### config.mk
export PLATFORM = sky130hd
export DESIGN_NAME = pipeline_ctrl
export DESIGN_NICKNAME = d
export VERILOG_FILES = /design/src/rtl/pipeline_ctrl.sv
export SDC_FILE = /design/constraint.sdc
export NUM_CORES = 1
export LEC_CHECK = 0
export CAP_MARGIN = 10
export CORE_ASPECT_RATIO = 1.5
export CORE_MARGIN = 1
export CORE_UTILIZATION = 40
export CTS_BUF_LIST = sky130_fd_sc_hd__clkbuf_4 sky130_fd_sc_hd__clkbuf_8
export CTS_CLUSTER_DIAMETER = 100
export DETAILED_ROUTE_END_ITERATION = 16
export DONT_BUFFER_PORTS = 1
export PLACE_DENSITY = 0.55
export RECOVER_POWER = 25
export REMOVE_ABC_BUFFERS = 1
export SYNTH_ARGS = -nofsm -noshare
export SYNTH_HDL_FRONTEND = slang
export SYNTH_SLANG_ARGS = --single-unit
### constraint.sdc
create_clock -name clk -period 2.3 [get_ports clk]
set_clock_uncertainty 0.2 [all_clocks]
set_input_delay 0.69 -clock clk [delete_from_list [all_inputs] [get_ports clk]]
set_output_delay 0.69 -clock clk [all_outputs]
set_load 0.05 [all_outputs]
### src/rtl/pipeline_ctrl.sv
// pipeline_ctrl: central stall/flush controller for the 5-stage pipeline.
// Decodes per-stage stall requests into stage-register enables and flushes.
// Issues the exception/ERET fetch redirect, deferring it while a fetch is
// outstanding, and counts stall cycles for performance monitoring.
module pipeline_ctrl #(
  parameter logic [31:0] EXC_VECTOR = 32'hBFC0_0380,
  parameter int          CNT_W      = 32
) (
  input  logic             clk,
  input  logic             rst,
  input  logic             stallreq_if,
  input  logic             stallreq_id,
  input  logic             stallreq_ex,
  input  logic             stallreq_mem,
  input  logic             exc_valid,
  input  logic             exc_is_eret,
  input  logic [31:0]      cp0_epc,
  output logic             en_pc,
  output logic             en_if_id,
  output logic             en_id_ex,
  output logic             en_ex_mem,
  output logic             en_mem_wb,
  output logic             flush_if_id,
  output logic             flush_id_ex,
  output logic             flush_ex_mem,
  output logic             flush_mem_wb,
  output logic             redirect_valid,
  output logic [31:0]      redirect_pc,
  output logic [CNT_W-1:0] stall_cnt
);

  typedef enum logic [0:0] {
    RUN     = 1'b0,
    WAIT_IF = 1'b1
  } state_t;

  state_t             state_q, state_d;
  logic [31:0]        tgt_q, tgt_d;
  logic [CNT_W-1:0]   cnt_q, cnt_d;
  logic [31:0]        exc_tgt_s;
  logic               any_stall_s;

  assign exc_tgt_s   = exc_is_eret ? cp0_epc : EXC_VECTOR;
  assign any_stall_s = stallreq_if | stallreq_id | stallreq_ex | stallreq_mem;
  assign stall_cnt   = cnt_q;

  // State, pending redirect target and stall counter registers.
  always_ff @(posedge clk) begin
    if (rst) begin
      state_q <= RUN;
      tgt_q   <= 32'h0000_0000;
      cnt_q   <= '0;
    end else begin
      state_q <= state_d;
      tgt_q   <= tgt_d;
      cnt_q   <= cnt_d;
    end
  end

  // Next-state logic and combinational en/flush/redirect decode.
  always_comb begin
    state_d        = state_q;
    tgt_d          = tgt_q;
    cnt_d          = cnt_q;
    en_pc          = 1'b1;
    en_if_id       = 1'b1;
    en_id_ex       = 1'b1;
    en_ex_mem      = 1'b1;
    en_mem_wb      = 1'b1;
    flush_if_id    = 1'b0;
    flush_id_ex    = 1'b0;
    flush_ex_mem   = 1'b0;
    flush_mem_wb   = 1'b0;
    redirect_valid = 1'b0;
    redirect_pc    = 32'h0000_0000;

    if (rst) begin
      // Hold every stage and clear its contents; a pending redirect is dropped.
      en_pc        = 1'b0;
      en_if_id     = 1'b0;
      en_id_ex     = 1'b0;
      en_ex_mem    = 1'b0;
      en_mem_wb    = 1'b0;
      flush_if_id  = 1'b1;
      flush_id_ex  = 1'b1;
      flush_ex_mem = 1'b1;
      flush_mem_wb = 1'b1;
      state_d      = RUN;
    end else begin
      case (state_q)
        RUN: begin
          if (exc_valid) begin
            // Kill everything in flight; the flush makes the matching en a don't-care (1).
            flush_if_id  = 1'b1;
            flush_id_ex  = 1'b1;
            flush_ex_mem = 1'b1;
            flush_mem_wb = 1'b1;
            if (stallreq_if) begin
              en_pc   = 1'b0;
              tgt_d   = exc_tgt_s;
              state_d = WAIT_IF;
            end else begin
              redirect_valid = 1'b1;
              redirect_pc    = exc_tgt_s;
            end
          end else begin
            if (any_stall_s) begin
              cnt_d = cnt_q + {{(CNT_W-1){1'b0}}, 1'b1};
            end else begin
              cnt_d = cnt_q;
            end
            // Freeze everything up to the highest stalled stage, bubble the next one.
            if (stallreq_mem) begin
              en_pc        = 1'b0;
              en_if_id     = 1'b0;
              en_id_ex     = 1'b0;
              en_ex_mem    = 1'b0;
              flush_mem_wb = 1'b1;
            end else if (stallreq_ex) begin
              en_pc        = 1'b0;
              en_if_id     = 1'b0;
              en_id_ex     = 1'b0;
              flush_ex_mem = 1'b1;
            end else if (stallreq_id) begin
              en_pc       = 1'b0;
              en_if_id    = 1'b0;
              flush_id_ex = 1'b1;
            end else if (stallreq_if) begin
              en_pc       = 1'b0;
              flush_if_id = 1'b1;
            end else begin
              en_pc = 1'b1;
            end
          end
        end
        WAIT_IF: begin
          // Keep the pipe empty until the outstanding fetch completes.
          flush_if_id  = 1'b1;
          flush_id_ex  = 1'b1;
          flush_ex_mem = 1'b1;
          flush_mem_wb = 1'b1;
          if (stallreq_if) begin
            en_pc = 1'b0;
          end else begin
            redirect_valid = 1'b1;
            redirect_pc    = tgt_q;
            state_d        = RUN;
          end
        end
        default: begin
          state_d = RUN;
        end
      endcase
    end
  end

endmodule
==> results_dict.tcl, run 1 <==
set metrics [dict create \
    status "finished with violations" \
    violations "negative setup slack" \
    hold_viol_final 0 \
    final_nets 535 \
    final_util 0.542 \
    finalCritPeriodShare 1.06 \
    initial_utilization 0.414 \
    start_kind "register" \
    dpl.hpwl_um 6100 \
    finalCriticalPeriod_ns 2.43 \
    io_pins 114 \
    maxSlewHeadroom 0.534 \
    cp-startpoint "state_q" \
    reg2reg_to "stall_cnt[13]" \
    r2r_setup_slack_ns 0.19 \
    cts.sinks 65 \
    holdWs_ns 0.211 \
    holdCritStartpoint "rst" \
    ctsLongestPathBuffers 2 \
    hold_path.class "primary input to register" \
    die_h_um 116 \
    cap_violations 0 \
    clkLatencyLatePin_ns 0.34 \
    seq_area_frac_synth 0.374 \
    synth_most_common_cell "dfxtp_1" \
    fill_cells 820 \
    num_vias 3435 \
    antenna_found_initial 0 \
    rr_worst_depth 6 \
    place_ws_ns -0.126 \
    fin_ws_ns -0.135 \
    async_flop_share 0 \
    drive_gt1_frac 0.246 \
    wire_per_inst_um 15.8 \
    rsz0062_at_grt "true" \
    dr.pass1.iters 4 \
    crit_required_ns 1.41 \
    synthTopCellsByArea "dfxtp_1, nor2_1, a21oi_1" \
    grt_pass1_vias 3009 \
    irDropWorstVdd_uv 443 \
    max_slew.worst_pin.slew_ns 0.699 \
    syn_avg_cell_area_um2 8.04 \
    cp.arrival_ns 1.54 \
    synth_cell_types 41 \
    synth_top_cell_by_area "dfxtp_1" \
    synth_enable_flop_cells 0 \
    cp-endpoint "redirect_pc[14]" \
    fmax_ghz 0.411 \
    drc 0 \
    place_congestion 0.791 \
    portBuffers 0 \
    root_buffer "clkbuf_8" \
    ys_warn_count 0 \
    cts_tree "yes" \
    die_area_um2 9090 \
    ys.flop_type "dfxtp_1" \
    drtIter0Drc 137 \
    synth_area_um2 3480 \
    vias_per_cell 5.67 \
    core_um2 8410 \
    synth_top_cells_by_count "dfxtp_1, nor2_1, a21oi_1, nand2_1, nand3_1" \
    htree_levels 3 \
    num_rows 41 \
    p_leak_uw 0.00170 \
    syn_to_final_growth_pct 31.0 \
    die_w_um 78.2 \
    grt_max_degree 76 \
    synth_top_area_share 0.374 \
    ys_ff_latch 65 \
    setup_viol 40 \
    power_density_nw_per_um2 527 \
    end_kind "output port" \
    routed_wl_um 9560 \
    cts.clk_slew.worst_paths_ns 0.07 \
    grt-ovfl-total 0 \
    antennaDiodeCount 0 \
    critical_path_class "register to output port" \
    synthCells 433 \
    ant_nets 0 \
    cts_buffers 9 \
    slew_viol_final 0 \
    reg2reg_from "state_q" \
    track_usage 0.203 \
    grt_pass1_wl_um 14600 \
    cp_max_fo 8 \
]
[layout make-up]
class / count / area, um^2 / share of cell area
Multi-Input combinational cell: 322 / 2010 / 0.441
Timing Repair Buffer: 90 / 921 / 0.202
Tap cell: 107 / 134 / 0.0294
Clock buffer: 12 / 146 / 0.0321
Clock inverter: 4 / 20.0 / 0.00439
Inverter: 6 / 22.5 / 0.00494
Sequential cell: 65 / 1310 / 0.286
[how the worst min path moves through the flow]
stage	endpoint	slack [ns]	cells past startpoint
6_report	stall_cnt[3]	0.21	1
5_1_grt	stall_cnt[3]	0.20	1
4_1_cts	tgt_q[5]	0.20	1
3_5_place_dp	tgt_q[2]	0.24	2
3_3_place_gp	tgt_q[2]	0.24	2
2_1_floorplan	tgt_q[0]	0.23	2
[report_power, final]
| group | internal, uW | switching, uW | total [uW] |
|---|---|---|---|
| clock | 420 | 425 | 845 |
| combinational | 159 | 230 | 389 |
| sequential | 1150 | 17.4 | 1170 |
[registers in the layout (all words and copies together) (netlist names)]
register / cells
tgt_q: 32
stall_cnt: 32
state_q: 1
[cell usage in the layout (no fill, tap or decap), types with 3 or more instances in the layout]
cell type  netlist  final
xor2_1           7      7
nor3_1           3      3
nand2_1         32     32
nor2_2           0      7
or3_1            4      3
o31ai_1         15     15
clkbuf_2         0      8
nand2b_1        12     12
and2_1           6      5
nand4_1         13     13
o21ai_0          4      4
inv_1            6      6
buf_12           0      7
clkinv_2         0      4
clkbuf_4         0      3
nand3_1         27     28
mux2i_1         13     13
dfxtp_1         65     64
mux2_1           3      3
and3_1           5      5
clkbuf_1        26      6
nor2_4           1      3
buf_4            1     29
or4_1           15     16
a32oi_1         20     20
nor2_1          64     55
a21oi_1         39     39
nor2b_1          5      4
nor4_1           4      4
buf_6            3     36
clkbuf_8         0      9
a22oi_1         12     12
[cell families (layout without fill, tap and decap cells)]
| family | count (synthesis) | count (layout) | synth area share |
|---|---|---|---|
| and+or+nand+nor | 204 | 204 | 0.317 |
| AOI/OAI and AO/OA | 92 | 92 | 0.175 |
| DFF | 65 | 65 | 0.374 |
| buffers and inverters | 46 | 112 | 0.0596 |
| muxes | 17 | 17 | 0.0514 |
| xor gates and xnor gates | 8 | 8 | 0.0201 |
| adders and majority gates | 1 | 1 | 0.00359 |
[per-layer routing]
metal | wire length (um) | share of wire | track usage | up-vias
met5 | 0 | 0 | 0 | -
met4 | 213 | 0.022 | 0.101 | 0
met3 | 462 | 0.048 | 0.0391 | 13
met2 | 5110 | 0.53 | 0.362 | 91
met1 | 3770 | 0.39 | 0.231 | 1636
li1 | - | - | - | 1695
[critical path, stage by stage, from the launching register on]
cell	delay, ns
dfxtp_4	0.37
nor2b_4	0.17
buf_12	0.13
clkbuf_16	0.14
a32oi_1	0.09
nor2_1	0.13
buf_6	0.17
[what timing repair did]
item                       in CTS  in global routing
pin swaps                       1                  1
gates resized for setup        29                 26
setup buffers                   1                  2
hold buffers                    0                  0
setup endpoints to repair      41                 40
cloned                          2                  2
[stage by stage]
stage,TNS [ns],power [uW],instance area (um^2),std cells
3_5_place_dp,-3.55,1530,4130,583
2_1_floorplan,-77.85,1420,3300,393
5_1_grt,-4.84,2500,4560,606
6_report,-3.51,2400,4560,606
4_1_cts,-3.10,2400,4450,602
3_3_place_gp,-3.11,1520,4130,583
No activity file was read; power rests on OpenSTA's default activity.
==> run 2, diff against run 1 <==
--- a/config.mk
+++ b/config.mk
@@ -7,7 +7,7 @@
 export LEC_CHECK = 0
 export CAP_MARGIN = 10
 export CORE_ASPECT_RATIO = 1.5
-export CORE_MARGIN = 1
+export CORE_MARGIN = 4
 export CORE_UTILIZATION = 40
 export CTS_BUF_LIST = sky130_fd_sc_hd__clkbuf_4 sky130_fd_sc_hd__clkbuf_8
 export CTS_CLUSTER_DIAMETER = 100
==> run 2 against run 1 <==
The run still ends with negative setup slack left. Sequential share of layout area shrank 1.1 points. Fmax is 0.83% lower. Global-route usage down 0.078 points. Critical endpoint is now redirect_pc[18]. Largest cell class unchanged.
==> results_dict.tcl, run 2 (synthesis results as in run 1) <==
set metrics [dict create \
    core_um2 8460 \
    use_met3 0.0672 \
    power_density_nw_per_um2 544 \
    cts_tree "yes" \
    fmax_ghz 0.407 \
    antenna_found_initial 0 \
    antennaDiodeCount 0 \
    rsz0062_at_grt "true" \
    holdWs_ns 0.212 \
    grt-ovfl-total 0 \
    grt_pass1_vias 3378 \
    ant_nets 0 \
    drc 0 \
    ctsLongestPathBuffers 2 \
    cts.sinks 65 \
    io_pins 114 \
    clkLatencyLatePin_ns 0.34 \
    max_slew.worst_pin.slew_ns 0.669 \
    cts.hold.buffers_added 0 \
    mostFrequentLayoutCell "dfxtp_1" \
    p_leak_uw 0.00177 \
    crit_required_ns 1.41 \
    cp.arrival_ns 1.57 \
    num_rows 41 \
    dpl.hpwl_um 6640 \
    final_cell_mix "dfxtp_1, nor2_1, a21oi_1" \
    grt_max_degree 76 \
    hold_path.class "primary input to register" \
    grt_use_met2 0.359 \
    cts_buffers 9 \
    crit_chain "nor2b_4, buf_12, clkbuf_16, a32oi_1, nor2_1, buf_6" \
    routed_wl_um 10400 \
    status "finished with violations" \
    num_vias 3563 \
    htree_levels 3 \
    met1_usage 0.218 \
    cap_violations 0 \
    drtIter0Drc 133 \
    maxSlewHeadroom 0.554 \
    track_usage 0.202 \
    holdCritStartpoint "rst" \
    root_buffer "clkbuf_8" \
    layoutNonFillerInstCount 611 \
    crit_family "buffers and inverters" \
    syn_to_final_growth_pct 36.0 \
    reg2reg_from "state_q" \
    setup_viol 33 \
    power.total_uw 2580 \
    die_area_um2 10300 \
    critical_path_class "primary input to output port" \
    final_nets 541 \
    fin_ws_ns -0.155 \
    die_h_um 122 \
    grt_busiest_layer "met2" \
    die_w_um 84.2 \
    portBuffers 0 \
    wire_per_inst_um 17.1 \
    violations "negative setup slack" \
    cpPeakStageDelay_ns 0.23 \
    slowest_stage "a32oi_1" \
    end_kind "output port" \
    hold_viol_final 0 \
    cts.clk_slew.worst_paths_ns 0.06 \
    vias_per_cell 5.83 \
    place_congestion 0.753 \
    drive_gt1_frac 0.276 \
    finalCriticalPeriod_ns 2.46 \
    grt_pass1_wl_um 16600 \
    place_inst 585 \
    critical_path_buf_inv_count 3 \
    start_kind "primary input" \
    slew_viol_final 0 \
    cp_max_fo 5 \
    initial_utilization 0.411 \
    cp-startpoint "exc_valid" \
    finalCritPeriodShare 1.07 \
    irDropWorstVdd_uv 397 \
    dr.pass1.iters 4 \
]
[run 2: area by class of cell]
type | instances | area [um^2]
clock buffer | 12 | 159
clock inverter | 3 | 40.0
fill | 790 | 3730
inverter | 6 | 22.5
multi-input combinational | 322 | 2080
sequential | 65 | 1310
tap | 107 | 134
timing repair buffer | 96 | 998
[run 2: final timing paths]
path	cells past startpoint	slack [ns]	to
max	6	-0.16	redirect_pc[18]
min	1	0.21	stall_cnt[4]
max reg2reg	6	0.20	stall_cnt[15]
min reg2reg	2	0.25	tgt_q[17]
[run 2: repair_timing]
action | in CTS | in global routing
gates cloned | 3 | 2
setup buffers | 4 | 2
resized for setup | 43 | 26
endpoints found under the setup margin | 40 | 41
pin swaps | 9 | 10
[run 2: power by group]
group          leakage, uW  total [uW]  internal (uW)  switching [uW]
sequential        0.000528        1170           1150            19.1
combinational      0.00113         424            181             243
clock             0.000106         981            562             419
total              0.00177        2580           1900             681
[run 2: through the flow]
step	utilization	setup TNS, ns	cell area, um^2	worst slack [ns]
after floorplan	-	-77.85	3300	-1.32
after global placement	0.491	-4.08	4160	-0.162
after detailed placement	0.491	-4.02	4160	-0.155
after CTS	0.548	-4.53	4630	-0.183
after global routing	0.560	-5.88	4740	-0.220
final	0.560	-3.47	4740	-0.155
[run 2: per-layer routing]
layer | wire length, um | share of wire | vias to the layer above
li1 | - | - | 1718
met1 | 3850 | 0.37 | 1699
met2 | 5600 | 0.54 | 130
met3 | 784 | 0.075 | 16
met4 | 203 | 0.019 | 0
met5 | 0 | 0 | -
==> RTL edit 1, RTL diff (config.mk and constraints of run 1) <==
Change the parameter `CNT_W` from 32 to 28.
--- a/src/rtl/pipeline_ctrl.sv
+++ b/src/rtl/pipeline_ctrl.sv
@@ -6,3 +6,3 @@
   parameter logic [31:0] EXC_VECTOR = 32'hBFC0_0380,
-  parameter int          CNT_W      = 32
+  parameter int          CNT_W      = 28
 ) (
Ports: changed (resized stall_cnt); port bits go from 114 to 110. The function was not compared with the original's and may differ.
==> RTL edit 1 against run 1 <==
The flow still finishes with violations (negative setup slack); setup slack better by 0.0073 ns; sequential cell count is 4 lower; first-iteration DRC count grew 3.6%; sequential power fell by 5%; via count down 2.0%; synthesized cell count down 5.3%; global-route usage rose by 3.0 points; total power shrank 1.7%; count of clock-buffer cells in the layout stayed put; synthesized area down 8.2%; design area up 0.25%; wire length grew 0.45%; register-to-register slack worse by 0.10 ns; combinational power grew 9.8%; critical endpoint is now redirect_pc[21]; highest routed layer is now met5.
==> RTL edit 1: results (changes against run 1) <==
The run finished, with violations left. The checks that failed: negative setup slack. The fill cell instance count of the final layout is 711 (-13%). The logs give -0.128 ns (+0.00728 ns) for the worst-case setup margin in the final layout and 546 um (+18%) for the total met3 wirelength after detailed routing.

The run gives 559 (-4.1%) as the total instance count after detailed placement. The detailed-routing wirelength on met1 was 3790 um (+0.50%); the fraction of synthesized cell area in xor and xnor cells was 0.0137 (-0.00642). For the total of endpoints with negative setup slack in the final report, the log shows 34 (-15%).

The wire length on met2 is 5110 um (about the same). The run gives 5860 um (-3.8%) as the HPWL after detailed placement. The final net count is 516 (-3.6%). The via count of the first global-routing pass came out at 3324 (+10%). The area of placed instances was 3880 um^2 (-6.2%). The overall via count from detail_route was 3367 (-2.0%). After detailed routing, no signal wire sits above met5.

The complex-gate fraction of the synthesized area is 0.188 (+0.0132). The logs give 0.382 (+0.00830) for the sequential area share after synthesis and 142 (+3.6%) for the number of design-rule violations left by the first detailed-router iteration. The global-route wire length before repair is 15100 um (+3.5%), and the share of the core filled with cells is 0.597 (+0.0547).

The multiplexer fraction of the synthesized cell area was 0.0513 (-0.000111); the average footprint of a synthesized cell was 7.80 um^2 (-3.0%). The run gives 9610 um (+0.45%) as the sum of routed wire length over all layers. The pin count of the biggest net entering global routing came out at 72 (-5.3%). The run gives 0.753 (-4.7%) as the final RePlAce weighted congestion.

The ratio of cells with drive above 1 in the final layout was 0.347 (+0.101); the met3 track demand over resource in global routing was 0.0498 (+0.0107). The commonest cells after synthesis are sky130_fd_sc_hd__nor2_1, sky130_fd_sc_hd__dfxtp_1, sky130_fd_sc_hd__a21oi_1.
## RTL edit 1: what timing repair did
item / in CTS / in global routing
hold buffers: 0 / 0
endpoints found under the setup margin: 39 / 39
setup buffers: 2 / 0
gates resized for setup: 88 / 13
pin swaps: 22 / 7
cloned: 3 / 2
## RTL edit 1: area by class of cell
| class | count | share of cell area |
|---|---|---|
| Inverter | 7 | 0.00575 |
| Sequential cell | 61 | 0.268 |
| Timing Repair Buffer | 91 | 0.215 |
| Multi-Input combinational cell | 305 | 0.447 |
| Clock inverter | 2 | 0.00219 |
| Clock buffer | 12 | 0.0348 |
| Tap cell | 102 | 0.0279 |
## RTL edit 1: worst max-delay path, stage by stage
cell                      delay (ns)
sky130_fd_sc_hd__nor2b_4        0.14
sky130_fd_sc_hd__buf_6          0.13
sky130_fd_sc_hd__buf_12         0.13
sky130_fd_sc_hd__a32oi_2        0.10
sky130_fd_sc_hd__nor2_1         0.16
sky130_fd_sc_hd__buf_6          0.18
## RTL edit 1: per-stage QoR
stage	hold WS [ns]	TNS, ns
3_3_place_gp	0.236	-3.23
4_1_cts	0.202	-2.47
3_5_place_dp	0.240	-3.43
2_1_floorplan	0.230	-83.93
6_report	0.220	-2.53
5_1_grt	0.195	-4.58
## RTL edit 1: final timing paths
check            start               to  cells past startpoint  slack, ns
max          exc_valid  redirect_pc[21]                      6      -0.13
min                rst     stall_cnt[8]                      1       0.22
max reg2reg    state_q        tgt_q[23]                      7       0.09
min reg2reg  tgt_q[12]        tgt_q[12]                      2       0.26
## RTL edit 1: power by group
part	total [uW]	internal, uW	switching [uW]
clock network	830	446	384
registers	1110	1080	22.2
logic	427	176	251
total	2360	1710	657
==> RTL edit 2, RTL diff (config.mk and constraints of run 1) <==
Made on the original files. Reset style: asynchronous (`rst`), changed in one clocked block.
--- a/src/rtl/pipeline_ctrl.sv
+++ b/src/rtl/pipeline_ctrl.sv
@@ -47,3 +47,3 @@
   // State, pending redirect target and stall counter registers.
-  always_ff @(posedge clk) begin
+  always_ff @(posedge clk or posedge rst) begin
     if (rst) begin
Function: differs if rst is asserted again (counterexample within 4 cycles, from zero or initial values and one cycle with rst high); with rst held inactive, the same outputs for 4 cycles.
==> RTL edit 2 against run 1 <==
The flow still finishes with violations (negative setup slack); wire length fell by 9.3%; largest cell class unchanged; sequential cell count did not move; setup slack got worse by 0.11 ns; design area up 2.6%; global-route usage is 0.19 points higher; fmax down 4.3%; critical endpoint is now redirect_pc[0]; synthesized area down 4.5%.
Power is not compared: it rests on default switching activity, and its combinational part moved more than twofold at a synthesized area within 25%.
==> RTL edit 2: results (changes against run 1) <==
The run finished, with violations left. The checks that failed: negative setup slack. The fraction of synthesized cell area in xor and xnor cells was 0.0817 (+0.0615). The non-filler instance count after layout was 589 (-2.8%).

Yosys attributes the largest share of cell area to sky130_fd_sc_hd__dfrtp_1, sky130_fd_sc_hd__nor2_1, sky130_fd_sc_hd__nand2_1. The total routing resource utilization after global routing came out at 0.205 (+0.00190). The run gives 40 (unchanged) as the total of endpoints with negative setup slack in the final report. The run gives 13800 um (-5.8%) as the global-route wire length before repair. The proportion of synthesized flip-flops having asynchronous set or reset came out at 1.00 (+1.00). The pin slew with the least headroom to its limit is 0.752 ns (+0.0532 ns), and the total instance count after detailed placement is 558 (-4.3%).

The complex-gate fraction of the synthesized area came out at 0.102 (-0.0726). The run gives 65 (-14%) as the pin count of the biggest net entering global routing. Ratio of cells with drive above 1 in the final layout: 0.337 (+0.0903). The startpoint identified for the worst register-to-register timing path is state_q.

The sequential area share after synthesis came out at 0.489 (+0.116). On the critical path the largest part of the delay comes from simple AND/OR/NAND/NOR gates. The adder-cell share of the synthesized area is 0.00376 (+0.000170), and the count of different cell masters after synthesis is 35 (-15%). The number of cells on the worst reg-to-reg path is 9 (+3), and the maximum fanout along the worst path is 17 (+9). Final RePlAce weighted congestion: 0.751 (-5.0%). The average footprint of a synthesized cell came out at 8.42 um^2 (+4.7%).

Counting instances in the post-synthesis netlist gives the leading cell types as sky130_fd_sc_hd__nor2_1, sky130_fd_sc_hd__nand2_1, sky130_fd_sc_hd__dfrtp_1. The routed length per placed instance is 14.7 um (-6.7%), and the worst-case setup margin in the final layout is -0.244 ns (-0.109 ns).
[RTL edit 2: timing repair]
action / in CTS / in global routing
setup endpoints to repair: 40 / 54
gates cloned: 2 / 1
resized for setup: 59 / 32
setup buffers: 9 / 4
pin swaps: 6 / 7
[RTL edit 2: cell type report]
type	count	area (um^2)
Fill cell	731	3330
Multi-Input combinational cell	304	1750
Sequential cell	65	1630
Timing Repair Buffer	95	987
Clock buffer	11	145
Tap cell	105	131
Clock inverter	4	20.0
Inverter	5	20.0
[RTL edit 2: metal layers]
layer / up-vias / share of wire / global-route usage
met4: 0 / 0.015 / 0.0859
met5: - / 0 / 0
met3: 9 / 0.059 / 0.0560
li1: 1471 / - / -
met1: 1379 / 0.40 / 0.238
met2: 93 / 0.53 / 0.356
[RTL edit 2: through the flow]
| stage | utilization | power (uW) | cell area [um^2] |
|---|---|---|---|
| CTS | 0.564 | 3000 | 4520 |
| global placement | 0.503 | 2080 | 4030 |
| detailed placement | 0.503 | 2100 | 4030 |
| finish | 0.584 | 2980 | 4680 |
| floorplan | - | 1880 | 3240 |
| global route | 0.584 | 3130 | 4680 |
[RTL edit 2: how the worst max path moves through the flow]
stage	start	end	slack (ns)	depth (start not counted)
final	state_q	redirect_pc[0]	-0.24	5
after global routing	state_q	redirect_pc[23]	-0.30	5
after CTS	state_q	redirect_pc[18]	-0.25	5
after detailed placement	rst	redirect_pc[0]	-0.24	4
after global placement	rst	redirect_pc[0]	-0.23	4
after floorplan	rst	tgt_q[0]	-2.69	4
[RTL edit 2: cell families after synthesis]
group / Yosys count
DFF: 65
buffers and inverters: 26
AOI/OAI and AO/OA: 67
muxes: 1
and+or+nand+nor: 204
adders and majority gates: 1
xor gates and xnor gates: 31
